File: src/rtl/mem_arbiter_pkg.sv
// Shared core package: bus width, load/store funct3 encodings and arbiter types.
package mem_arbiter_pkg;

  localparam int unsigned DATA_WIDTH = 32;
  localparam int unsigned BE_WIDTH   = DATA_WIDTH / 8;

  localparam logic [2:0] FUNCT3_LOAD_B   = 3'd0;
  localparam logic [2:0] FUNCT3_LOAD_H   = 3'd1;
  localparam logic [2:0] FUNCT3_LOAD_W   = 3'd2;
  localparam logic [2:0] FUNCT3_LOAD_BU  = 3'd4;
  localparam logic [2:0] FUNCT3_LOAD_HU  = 3'd5;
  localparam logic [2:0] FUNCT3_STORE_B  = 3'd0;
  localparam logic [2:0] FUNCT3_STORE_H  = 3'd1;
  localparam logic [2:0] FUNCT3_STORE_W  = 3'd2;

  typedef enum logic [1:0] {
    IDLE     = 2'd0,
    WAIT_GNT = 2'd1,
    WAIT_RSP = 2'd2,
    ERR_RSP  = 2'd3
  } arb_state_e;

  typedef enum logic {
    OWNER_IF  = 1'b0,
    OWNER_LSU = 1'b1
  } arb_owner_e;

  typedef enum logic [1:0] {
    SIZE_BYTE = 2'd0,
    SIZE_HALF = 2'd1,
    SIZE_WORD = 2'd2
  } acc_size_e;

  // Memory command latched at grant and held until the memory accepts it.
  typedef struct packed {
    logic                  we;
    logic [DATA_WIDTH-1:0] addr;
    logic [BE_WIDTH-1:0]   be;
    logic [DATA_WIDTH-1:0] wdata;
  } mem_cmd_t;

  // Unknown encodings (3, 6, 7) fall through to word size.
  function automatic acc_size_e access_size(input logic [2:0] funct3);
    case (funct3)
      FUNCT3_LOAD_B, FUNCT3_LOAD_BU: return SIZE_BYTE;
      FUNCT3_LOAD_H, FUNCT3_LOAD_HU: return SIZE_HALF;
      default:                       return SIZE_WORD;
    endcase
  endfunction

endpackage

File: src/rtl/store_be_gen.sv
// Byte-enable, lane-replicated write data and misalignment decode for LSU accesses.
module store_be_gen
  import mem_arbiter_pkg::*;
(
  input  logic                  we,
  input  logic [2:0]            funct3,
  input  logic [1:0]            addr_lo,
  input  logic [DATA_WIDTH-1:0] wdata,
  output logic [BE_WIDTH-1:0]   be_c,
  output logic [DATA_WIDTH-1:0] wdata_c,
  output logic                  misaligned_c
);

  always_comb begin
    be_c         = '1;
    wdata_c      = wdata;
    misaligned_c = 1'b0;
    case (access_size(funct3))
      SIZE_BYTE: begin
        if (we) be_c = BE_WIDTH'(1) << addr_lo;
        wdata_c = {BE_WIDTH{wdata[7:0]}};
      end
      SIZE_HALF: begin
        if (we) be_c = BE_WIDTH'(3) << addr_lo;
        wdata_c      = {(BE_WIDTH / 2){wdata[15:0]}};
        misaligned_c = addr_lo[0];
      end
      default: begin
        misaligned_c = (addr_lo != 2'b00);
      end
    endcase
  end

endmodule

File: src/rtl/mem_arbiter.sv
// Arbitrates the unified memory port between instruction fetch and the LSU,
// one outstanding transaction at a time, LSU priority with an IF starvation guard.
module mem_arbiter
  import mem_arbiter_pkg::*;
#(
  parameter int unsigned STARVE_LIMIT = 4
) (
  input  logic                  clk,
  input  logic                  rst_n,
  input  logic                  if_req,
  input  logic [DATA_WIDTH-1:0] if_addr,
  input  logic                  if_flush,
  output logic                  if_gnt,
  output logic                  if_rvalid,
  output logic [DATA_WIDTH-1:0] if_rdata,
  input  logic                  lsu_req,
  input  logic                  lsu_we,
  input  logic [2:0]            lsu_funct3,
  input  logic [DATA_WIDTH-1:0] lsu_addr,
  input  logic [DATA_WIDTH-1:0] lsu_wdata,
  output logic                  lsu_gnt,
  output logic                  lsu_rvalid,
  output logic [DATA_WIDTH-1:0] lsu_rdata,
  output logic                  lsu_err,
  output logic                  mem_req,
  output logic                  mem_we,
  output logic [DATA_WIDTH-1:0] mem_addr,
  output logic [BE_WIDTH-1:0]   mem_be,
  output logic [DATA_WIDTH-1:0] mem_wdata,
  input  logic                  mem_gnt,
  input  logic                  mem_rvalid,
  input  logic [DATA_WIDTH-1:0] mem_rdata
);

  localparam int unsigned CNT_W = (STARVE_LIMIT < 1) ? 1 : $clog2(STARVE_LIMIT + 1);
  localparam logic [DATA_WIDTH-1:0] WORD_MASK = ~(DATA_WIDTH'(3));

  arb_state_e       state;
  arb_owner_e       owner;
  mem_cmd_t         cmd;
  logic             mem_req_q;
  logic             drop;
  logic             run;
  logic [CNT_W-1:0] starve_cnt;

  logic                  arb_idle;
  logic                  force_if;
  logic                  lsu_win;
  logic                  if_win;
  logic                  rsp_fire;
  logic [BE_WIDTH-1:0]   lsu_be;
  logic [DATA_WIDTH-1:0] lsu_wdata_rep;
  logic                  lsu_misaligned;

  store_be_gen u_store_be_gen (
    .we           (lsu_we),
    .funct3       (lsu_funct3),
    .addr_lo      (lsu_addr[1:0]),
    .wdata        (lsu_wdata),
    .be_c         (lsu_be),
    .wdata_c      (lsu_wdata_rep),
    .misaligned_c (lsu_misaligned)
  );

  // Arbitration and response steering; only grants and rvalid/rdata are combinational.
  always_comb begin
    arb_idle   = run && (state == IDLE);
    force_if   = lsu_req && if_req && (starve_cnt == CNT_W'(STARVE_LIMIT));
    lsu_win    = arb_idle && lsu_req && !force_if;
    if_win     = arb_idle && if_req && !lsu_win;
    rsp_fire   = (state == WAIT_RSP) && mem_rvalid;
    if_gnt     = if_win;
    lsu_gnt    = lsu_win;
    if_rvalid  = rsp_fire && (owner == OWNER_IF) && !drop && !if_flush;
    if_rdata   = if_rvalid ? mem_rdata : '0;
    lsu_rvalid = (rsp_fire && (owner == OWNER_LSU)) || (state == ERR_RSP);
    lsu_err    = (state == ERR_RSP);
    lsu_rdata  = (rsp_fire && (owner == OWNER_LSU) && !cmd.we) ? mem_rdata : '0;
  end

  assign mem_req   = mem_req_q;
  assign mem_we    = cmd.we;
  assign mem_addr  = cmd.addr;
  assign mem_be    = cmd.be;
  assign mem_wdata = cmd.wdata;

  always_ff @(posedge clk or negedge rst_n) begin
    if (!rst_n) begin
      state      <= IDLE;
      owner      <= OWNER_IF;
      cmd        <= '0;
      mem_req_q  <= 1'b0;
      drop       <= 1'b0;
      run        <= 1'b0;
      starve_cnt <= '0;
    end else begin
      // Keeps grants off while reset is asserted, even with requests pending.
      run <= 1'b1;

      case (state)
        IDLE: begin
          if (lsu_win) begin
            owner <= OWNER_LSU;
            if (lsu_misaligned) begin
              state <= ERR_RSP;
            end else begin
              state     <= WAIT_GNT;
              mem_req_q <= 1'b1;
              cmd.we    <= lsu_we;
              cmd.addr  <= lsu_addr & WORD_MASK;
              cmd.be    <= lsu_be;
              cmd.wdata <= lsu_we ? lsu_wdata_rep : '0;
            end
          end else if (if_win) begin
            owner     <= OWNER_IF;
            state     <= WAIT_GNT;
            mem_req_q <= 1'b1;
            cmd.we    <= 1'b0;
            cmd.addr  <= if_addr & WORD_MASK;
            cmd.be    <= '1;
            cmd.wdata <= '0;
          end
        end
        WAIT_GNT: begin
          if (mem_gnt) begin
            state     <= WAIT_RSP;
            mem_req_q <= 1'b0;
          end
        end
        WAIT_RSP: begin
          if (mem_rvalid) state <= IDLE;
        end
        ERR_RSP: begin
          state <= IDLE;
        end
        default: begin
          state <= IDLE;
        end
      endcase

      if (if_win) begin
        starve_cnt <= '0;
      end else if (lsu_win && if_req && (starve_cnt != CNT_W'(STARVE_LIMIT))) begin
        starve_cnt <= starve_cnt + CNT_W'(1);
      end

      // A flushed fetch still completes on the bus; only its response is dropped.
      if (state == IDLE) begin
        drop <= 1'b0;
      end else if (if_flush && (owner == OWNER_IF) &&
                   ((state == WAIT_GNT) || (state == WAIT_RSP))) begin
        drop <= 1'b1;
      end
    end
  end

endmodule

File: config.mk
export PLATFORM = sky130hd
export DESIGN_NAME = mem_arbiter
export DESIGN_NICKNAME = d
export VERILOG_FILES = /design/src/rtl/mem_arbiter_pkg.sv /design/src/rtl/store_be_gen.sv /design/src/rtl/mem_arbiter.sv
export SDC_FILE = /design/constraint.sdc
export NUM_CORES = 1
export LEC_CHECK = 0
export ABC_AREA = 1
export CAP_MARGIN = 20
export CORE_AREA = 3 3 111 113
export DETAILED_ROUTE_END_ITERATION = 7
export DIE_AREA = 0 0 114 116
export PLACE_DENSITY = 0.86
export RECOVER_POWER = 100
export SLEW_MARGIN = 15
export SYNTH_ARGS = -nofsm -noshare
export SYNTH_HDL_FRONTEND = slang
export SYNTH_HIERARCHICAL = 1
export SYNTH_SLANG_ARGS = --single-unit
File: constraint.sdc
create_clock -name clk -period 3.82 [get_ports clk]
set_clock_uncertainty 0.05 [all_clocks]
set_input_delay 0.955 -clock clk [delete_from_list [all_inputs] [get_ports clk]]
set_output_delay 0.955 -clock clk [all_outputs]
set_load 0.02 [all_outputs]
Word-level counts from Yosys, hierarchy flattened

Cells that the tools add are included.
Widths: inputs -> output; s select.

Register bits after elaboration: 78
Input port bits: 139
Output and inout port bits: 139
Logic and storage cells: 95

Add/subtract/negate cells: 1
Eq/ne operators: 14
Shift-type cells: 2
Multiplexer cells: 29
Bitwise gates (word level): 1
Reductions and logical operators: 38

Operators with widths:

| kind                | number |
|---|---|
| $mux 69             | 3 |
| $mux 32             | 3 |
| $pmux 32 s2         | 1 |
| $logic_and 1x1->1   | 17 |
| $mux 2              | 5 |
| $reduce_bool 2->1   | 5 |
| $eq 3x3->1 const B  | 3 |
| $ne 3x3->1 const B  | 3 |
| $mux 1              | 8 |
| $mux 4              | 2 |
| $pmux 2 s4          | 1 |
| $pmux 4 s2          | 1 |
| $mux 3              | 2 |
| $ne 2x2->1 const B  | 3 |
| $reduce_and 3->1    | 2 |
| $logic_not 1->1     | 5 |
| $eq 2x1->1 const B  | 2 |
| $eq 2x2->1 const B  | 2 |
| $logic_not 2->1     | 2 |
| $pmux 1 s2          | 2 |
| $pmux 2 s2          | 1 |
| $reduce_and 4->1    | 1 |
| $reduce_or 2->1     | 2 |
| $shl 1x2->4 const A | 1 |
| 7 further kinds     | 8 |

Logic depth before layout (Yosys ltp)

Gate-level depths: netlist of run 1.

Word-level depth: 9
Gate-level depth with buffers: 11
Gate-level depth less buffers: 10

Modules after synthesis

Netlist of run 1, hierarchy kept.

Modules (own cells, without submodules):

| module       | times used | cells each | area an instance (um^2) |
|---|---|---|---|
| mem_arbiter  | 1          | 556        | 4075.2 |
| store_be_gen | 1          | 119        | 609.3 |

Least setup slack after synthesis of run 1

Ideal clock, no wire load.

Path kind: input-to-output
From: input if_req
To: output if_gnt
Arrival time: 1.821 ns
Data required time: 2.815 ns
Path slack: 0.994 ns
Stages on the path: 5
Path through: nand3_1 -> nand2_4 -> clkinv_2 -> buf_4 -> nor2_1

Cells in the longest elaborated chain, start to end: 6
Elaborated cells between the ends (all ways): 7
Classes of those cells: 7 x reduce/logical

RTL lines:

| element                         | line              | RTL |
|---|---|---|
| start: declaration              | mem_arbiter.sv:10 | `input logic if_req,` |
| $logic_and 1x1->1 (2 in series) | mem_arbiter.sv:68 | `force_if = lsu_req && if_req && (starve_cnt == CNT_W'(STARVE_LIMIT));` |
| $logic_not 1->1                 | mem_arbiter.sv:69 | `lsu_win = arb_idle && lsu_req && !force_if;` |
| $logic_and 1x1->1               | mem_arbiter.sv:69 |  |
| via lsu_gnt                     | mem_arbiter.sv:21 | `output logic lsu_gnt,` |
| $logic_not 1->1                 | mem_arbiter.sv:70 | `if_win = arb_idle && if_req && !lsu_win;` |
| $logic_and 1x1->1               | mem_arbiter.sv:70 |  |
| end: declaration                | mem_arbiter.sv:13 | `output logic if_gnt,` |

The timed path passes the listed nets, and every way through them passes these cells.

Final worst setup path of run 1

From: input if_flush
To: output if_rdata[4]

Cells in the longest elaborated chain, start to end: 3

RTL lines:

| element            | line              | RTL |
|---|---|---|
| start: declaration | mem_arbiter.sv:12 | `input logic if_flush,` |
| $logic_not 1->1    | mem_arbiter.sv:74 | `if_rvalid = rsp_fire && (owner == OWNER_IF) && !drop && !if_flush;` |
| $logic_and 1x1->1  | mem_arbiter.sv:74 |  |
| $mux 32            | mem_arbiter.sv:75 | `if_rdata = if_rvalid ? mem_rdata : '0;` |
| end: declaration   | mem_arbiter.sv:15 | `output logic [DATA_WIDTH-1:0] if_rdata,` |

No other way between the ends.

==> summary.txt, run 1 <==
Synth
  • Synth Register Bits: 76
  • Sequential area share after synthesis: 40.60%
  • Mapped Avg Cell Area: 6.940 µm²
  • Distinct cells, synth: 26
  • Warnings from Yosys: 6
  • Post-Synthesis Cells: 675
  • Post-Syn Area: 4684 µm²

Critical path
  • Endpoint type of the worst setup path: output port
  • Crit path kind: input pin to output port
  • CP Launch Type: input pin
  • CP Max Fanout: 33
  • Worst EP arrival: 2710 ps
  • Worst Path Required: 2810 ps

STA
  • Slew HR: -24.55%
  • Final setup vio count: 0
  • Min Hold Slack: 421.5 ps
  • Final number of hold-violating endpoints: 0
  • Period utilisation layout: 97.32%
  • Unrepaired setup endpoints after global routing: false
  • Total negative slack: 0 ps
  • Slew @ Worst Pin: 1868 ps
  • Fin crit period: 3718 ps
  • Fmax: 0.2690 GHz
  • Max-slew violations: 114

Pwr
  • Lkg Pwr: 4.133 nW
  • PD cells: 502.4 nW/µm²
  • Pwr Total: 0.003766 W
  • VDD IR max: 0.3040 mV

Detailed routing
  • WL/cell: 14.15 µm
  • DRT antenna net count: 0
  • Initial DRT Pass Iterations: 4
  • Routed wire length: 15,170 µm
  • Initial DRC count: 259
  • Vias per inst: 4.528
  • DRC violations left: 0
  • Via count: 4,854

Global route
  • Global-route usage over all layers: 22.18%
  • Met2 usage: 38.17%
  • Met1 Use GR: 26.20%
  • Initial antenna violation count: 0
  • Gr busiest metal: met2
  • Largest net degree at the start of global routing: 77
  • Vias in the first global route: 4,608
  • First-pass GRT wire length: 23,270 µm
  • Met3 Usage GRT: 8.721%
  • Grt ovf: 0

Final layout
  • Final instance area: 7496 µm²
  • Area delta synth->final: 60.02%
  • Share of cells above drive strength 1: 3.983%
  • FILL cells: 1,026
  • Highest-count cells in the layout ignoring fill and taps: nand2_1 (287), clkdlybuf4s50_1 (141), dlygate4sd3_1 (129)
  • Nets: 1,073
  • Antenna Cells: 0
  • Commonest non-fill, non-tap cell in the layout: nand2_1

Clocking
  • Post-CTS Hold Fix Bufs: 0
  • Clock-pin slew on the worst setup and hold paths: 60 ps
  • CTS max path bufs: 2
  • Root buf cell: clkbuf_16
  • Worst skew pair latency: 320 ps
  • Clock tree from TritonCTS: built
  • CTS Buf Count: 9
  • CTS Sinks: 76
  • CTS H-tree depth: 3
  • Setup Fix Bufs, Post-CTS: 0
  • CTS resizes: 0

Floorplan
  • Io pins: 278
  • DIE AREA: 13,220 µm²
  • Num rows: 39
  • Initial Utilization: 41.03%
  • Die Height: 116 µm
  • Core Region: 11,420 µm²
  • Die width: 114 µm

Place
  • Port bufs: 272
  • GP Congestion: 0.8331
  • DP HPWL: 11,780 µm
  • Area after DPL: 7357 µm²

Status
  • Failing checks: capacitance limit, slew limit
  • Status: finished, violations left

Min path
  • Min-delay worst type: register to register

Run
  • Max-cap viol count: 2
metal layers:
layer  part of all wire (%)  vias up
li1                       -     2501
met4                    1.3        0
met5                      0        -
met1                     41     2160
met2                     48      175
met3                    9.9       18
cell usage after synthesis:
cell      instances  share of area [%]
a21oi_1           1               0.11
buf_2             2               0.21
buf_4            21                3.4
buf_6            11                2.6
clkbuf_1          9               0.72
clkinv_2          1               0.11
conb_1            2               0.16
dfrtp_1          76                 41
ha_1             10                2.7
inv_1            86                6.9
inv_2             2               0.16
nand2_1         286                 23
nand2_2           4               0.53
nand2_4           1               0.24
nand3_1          30                3.2
nand3b_1          1               0.16
nand3b_4          1               0.43
nor2_1           72                5.8
nor2_4            2               0.48
o21ai_0          23                2.5
o21ai_1           1               0.11
o21ai_2          29                5.4
o21bai_1          1               0.16
o31ai_1           1               0.16
or2_2             1               0.13
xnor2_1           1               0.19
power breakdown:
group          leakage (nW)  switching [W]  total, W  internal (W)
Sequential            0.987       0.000140   0.00122       0.00108
Clock                 0.133       0.000341  0.000789      0.000449
Combinational          3.01        0.00104   0.00176      0.000722
Total                  4.13        0.00152   0.00377       0.00225
per-stage QoR:
stage | instances | utilization, % | setup slack (ps)
finish | 1072 | 65.65 | 102.2
global route | 1072 | 65.65 | 35.63
detailed placement | 1056 | 64.43 | 160.9
floorplan | 676 | - | 994.3
CTS | 1072 | 66.92 | 158.1
global placement | 1056 | 64.43 | 213.4
sequential cells by signal, summed over array words and instances (netlist names):
signal,count
mem_req,1
drop,1
owner,1
state,2
starve_cnt,3
run,1
mem_wdata,32
mem_be,4
mem_addr,30
mem_we,1
final timing paths:
kind	depth (start not counted)	endpoint	start	slack, ps
setup reg to reg	10	mem_addr[24]	state[0]	950
setup / recovery	6	if_rdata[4]	if_flush	100
max in group asynchronous	1	mem_addr[27]	rst_n	1520
min in group asynchronous	1	mem_wdata[26]	rst_n	1090
hold / removal	2	mem_addr[11]	mem_addr[11]	420
hold reg to reg	2	mem_addr[11]	mem_addr[11]	420
layout make-up:
cell class	count	area (µm²)	area share, %
sequential	76	1902	25.37
tap	143	178.9	2.387
inverter	89	335.3	4.473
clock inverter	7	58.81	0.7845
multi-input combinational	468	2026	27.02
timing repair buffer	280	2770	36.96
clock buffer	9	225.2	3.005
critical path, stage by stage:
cell and delay (ps):
dlygate4sd3_1 570, nor2_1 100, nand3_1 90, buf_6 200
nor2_1 100, dlygate4sd3_1 710
kinds of logic (layout without fill, tap and decap cells):
kind of cell,count (synthesis),after routing,synth area share [%]
other,2,3,0.1603
flip-flops,76,76,40.60
XOR/XNOR,1,1,0.1870
AO/OA/AOI/OAI,56,56,8.413
AND/OR/NAND/NOR,398,398,33.87
buffers and inverters,132,385,14.10
adder cells (fa/ha/maj),10,10,2.671
No activity file was read; power rests on OpenSTA's default activity.
==> run 2: changes to the inputs <==
--- a/config.mk
+++ b/config.mk
@@ -7,11 +7,12 @@
 export LEC_CHECK = 0
 export ABC_AREA = 1
 export CAP_MARGIN = 20
-export CORE_AREA = 3 3 111 113
+export CORE_AREA = 2 2 110 112
 export DETAILED_ROUTE_END_ITERATION = 7
-export DIE_AREA = 0 0 114 116
+export DIE_AREA = 0 0 112 114
 export PLACE_DENSITY = 0.86
 export RECOVER_POWER = 100
+export SKIP_LAST_GASP = 1
 export SLEW_MARGIN = 15
 export SYNTH_ARGS = -nofsm -noshare
 export SYNTH_HDL_FRONTEND = slang
==> summary.txt, run 2 (synthesis gave the netlist of run 1 again) <==
Clocking
  • Worst skew pair latency: 320 ps (about the same)
  • CTS Sinks: 76 (unchanged)
  • CTS resizes: 0 (unchanged)
  • Post-CTS Hold Fix Bufs: 0 (unchanged)
  • Clock tree from TritonCTS: built
  • Root buf cell: clkbuf_16
  • Setup Fix Bufs, Post-CTS: 0 (unchanged)
  • CTS Buf Count: 9 (unchanged)
  • Clock-pin slew on the worst setup and hold paths: 60 ps (about the same)
  • CTS max path bufs: 2 (unchanged)
  • CTS H-tree depth: 3 (unchanged)

Final layout
  • Commonest non-fill, non-tap cell in the layout: nand2_1
  • FILL cells: 1,076 (+4.9%)
  • Share of cells above drive strength 1: 3.863% (-0.12 points)
  • Finished Layout Cells: 1,079 (+0.65%)
  • Area delta synth->final: 61.70%
  • Nets: 1,076 (+0.28%)
  • Largest register FFs: 32 (unchanged)
  • Antenna Cells: 0 (unchanged)
  • Final core occ: 64.68% (-0.97 points)
  • Final instance area: 7575 µm² (+1.1%)
  • Highest-count cells in the layout ignoring fill and taps: nand2_1 (287), clkdlybuf4s50_1 (136), dlygate4sd3_1 (135)

Detailed routing
  • Routed wire length: 14,470 µm (-4.7%)
  • Vias per inst: 4.564 (+0.80%)
  • Via count: 4,925 (+1.5%)
  • DRC violations left: 0 (unchanged)
  • WL/cell: 13.41 µm (-5.3%)
  • DRT antenna net count: 0 (unchanged)
  • Initial DRC count: 256 (-1.2%)
  • Initial DRT Pass Iterations: 4 (unchanged)

Critical path
  • CP Max Fanout: 32 (-3.0%)
  • Endpoint type of the worst setup path: output port
  • CP Launch Type: input pin
  • Crit path kind: input pin to output port
  • WP depth: 7 (+1)
  • Slowest CP cell: dlygate4sd3_1
  • Number of cells on the worst reg-to-reg path: 10 (unchanged)
  • CP max stage delay: 690 ps (-20 ps)
  • Crit path buf inv count: 4 (+1)
  • Worst path cell trace: clkdlybuf4s50_1 -> nand2_1 -> inv_1 -> nand3_1 -> buf_12 -> nor2_1 -> dlygate4sd3_1
  • Crit path max-delay family: buffers and inverters
  • Worst Path Required: 2810 ps (about the same)
  • Worst EP arrival: 2680 ps (-30 ps)

Place
  • DP HPWL: 11,040 µm (-6.2%)
  • GP Congestion: 0.7993 (-4.1%)
  • Port bufs: 272 (unchanged)
  • Placed instance count: 1,063 (+0.66%)
  • Area after DPL: 7387 µm² (+0.41%)

STA
  • Period utilisation layout: 96.37% (-0.95 points)
  • Final setup vio count: 0 (unchanged)
  • Slew HR: -24.83% (-0.28 points)
  • Slew @ Worst Pin: 1872 ps (+4.153 ps)
  • Min Hold Slack: 420.8 ps (-0.6700 ps)
  • Fmax: 0.2716 GHz (+0.99%)
  • Unrepaired setup endpoints after global routing: false
  • Total negative slack: 0 ps (unchanged)
  • Final number of hold-violating endpoints: 0 (unchanged)
  • Fin crit period: 3681 ps (-36.40 ps)
  • Max-slew violations: 114 (unchanged)

Min path
  • Worst hold path depth: 2 (unchanged)
  • Min-delay worst type: register to register

Status
  • Failing checks: capacitance limit, slew limit
  • Status: finished, violations left

Floorplan
  • DIE AREA: 12,770 µm² (-3.4%)
  • Core Region: 11,710 µm² (+2.6%)
  • Io pins: 278 (unchanged)
  • Initial Utilization: 40.00% (-1.0 points)
  • Num rows: 40 (+2.6%)
  • Die Height: 114 µm (-1.7%)
  • Die width: 112 µm (-1.8%)

Global route
  • First-pass GRT wire length: 23,290 µm (about the same)
  • Global-route usage over all layers: 22.46% (+0.28 points)
  • Vias in the first global route: 4,683 (+1.6%)
  • Grt ovf: 0 (unchanged)
  • Initial antenna violation count: 0 (unchanged)
  • Largest net degree at the start of global routing: 77 (unchanged)

Run
  • Max-cap viol count: 2 (unchanged)

Pwr
  • PD cells: 514.4 nW/µm² (+2.4%)
  • Lkg Pwr: 4.203 nW (+1.7%)
  • VDD IR max: 0.2710 mV (-11%)
-- run 2: cell count changes in the layout (fill, tap and decap cells not counted), moves of 2 or more --
cell / delta
buf_12: +2
bufinv_16: +2
clkbuf_1: +2
clkbuf_2: -2
clkdlybuf4s50_1: -5
clkinv_2: +2
clkinvlp_4: -2
dlygate4sd3_1: +6
inv_6: -3
o21ai_0: +2
o21ai_2: -2
-- run 2: tightest hold or removal path: stages, from the launching register on --
cell and delay [ps]:
dfrtp_1 330, nand2_1 50, nand2_1 50
-- run 2: metal layers --
layer	routed length (µm)	track usage [%]
met5	0	0
met4	137	5.366
met2	6886	38.51
met1	6330	28.08
met3	1111	6.748
-- run 2: report_power, final --
| group | internal (W) | switching, W | total, W |
|---|---|---|---|
| clock network | 0.000590 | 0.000327 | 0.000917 |
| logic | 0.000730 | 0.00104 | 0.00177 |
| registers | 0.00108 | 0.000134 | 0.00121 |
-- run 2: layout make-up --
class	count	area (µm²)	area share [%]
Timing Repair Buffer	283	2814	37.15
Tap cell	147	183.9	2.428
Clock inverter	6	87.58	1.156
Multi-Input combinational cell	468	2013	26.58
Clock buffer	10	239.0	3.155
Inverter	89	335.3	4.427
Sequential cell	76	1902	25.11
-- run 2: worst paths after layout --
kind,to,startpoint,slack (ps)
worst max-delay path,lsu_rdata[1],mem_rvalid,140
worst min-delay path,mem_addr[29],mem_addr[29],420
worst max register to register,mem_addr[12],state[1],1120
worst min register to register,mem_addr[29],mem_addr[29],420
max in group asynchronous,mem_wdata[5],rst_n,1520
min in group asynchronous,mem_wdata[14],rst_n,1070
-- run 2: per-stage QoR --
step                      power (W)  setup WS, ps
after CTS                  0.004109         182.5
after global placement     0.003125         219.1
after detailed placement   0.003175         182.7
after global routing       0.004178         50.17
after floorplan            0.002274         994.3
final                      0.003896         138.6
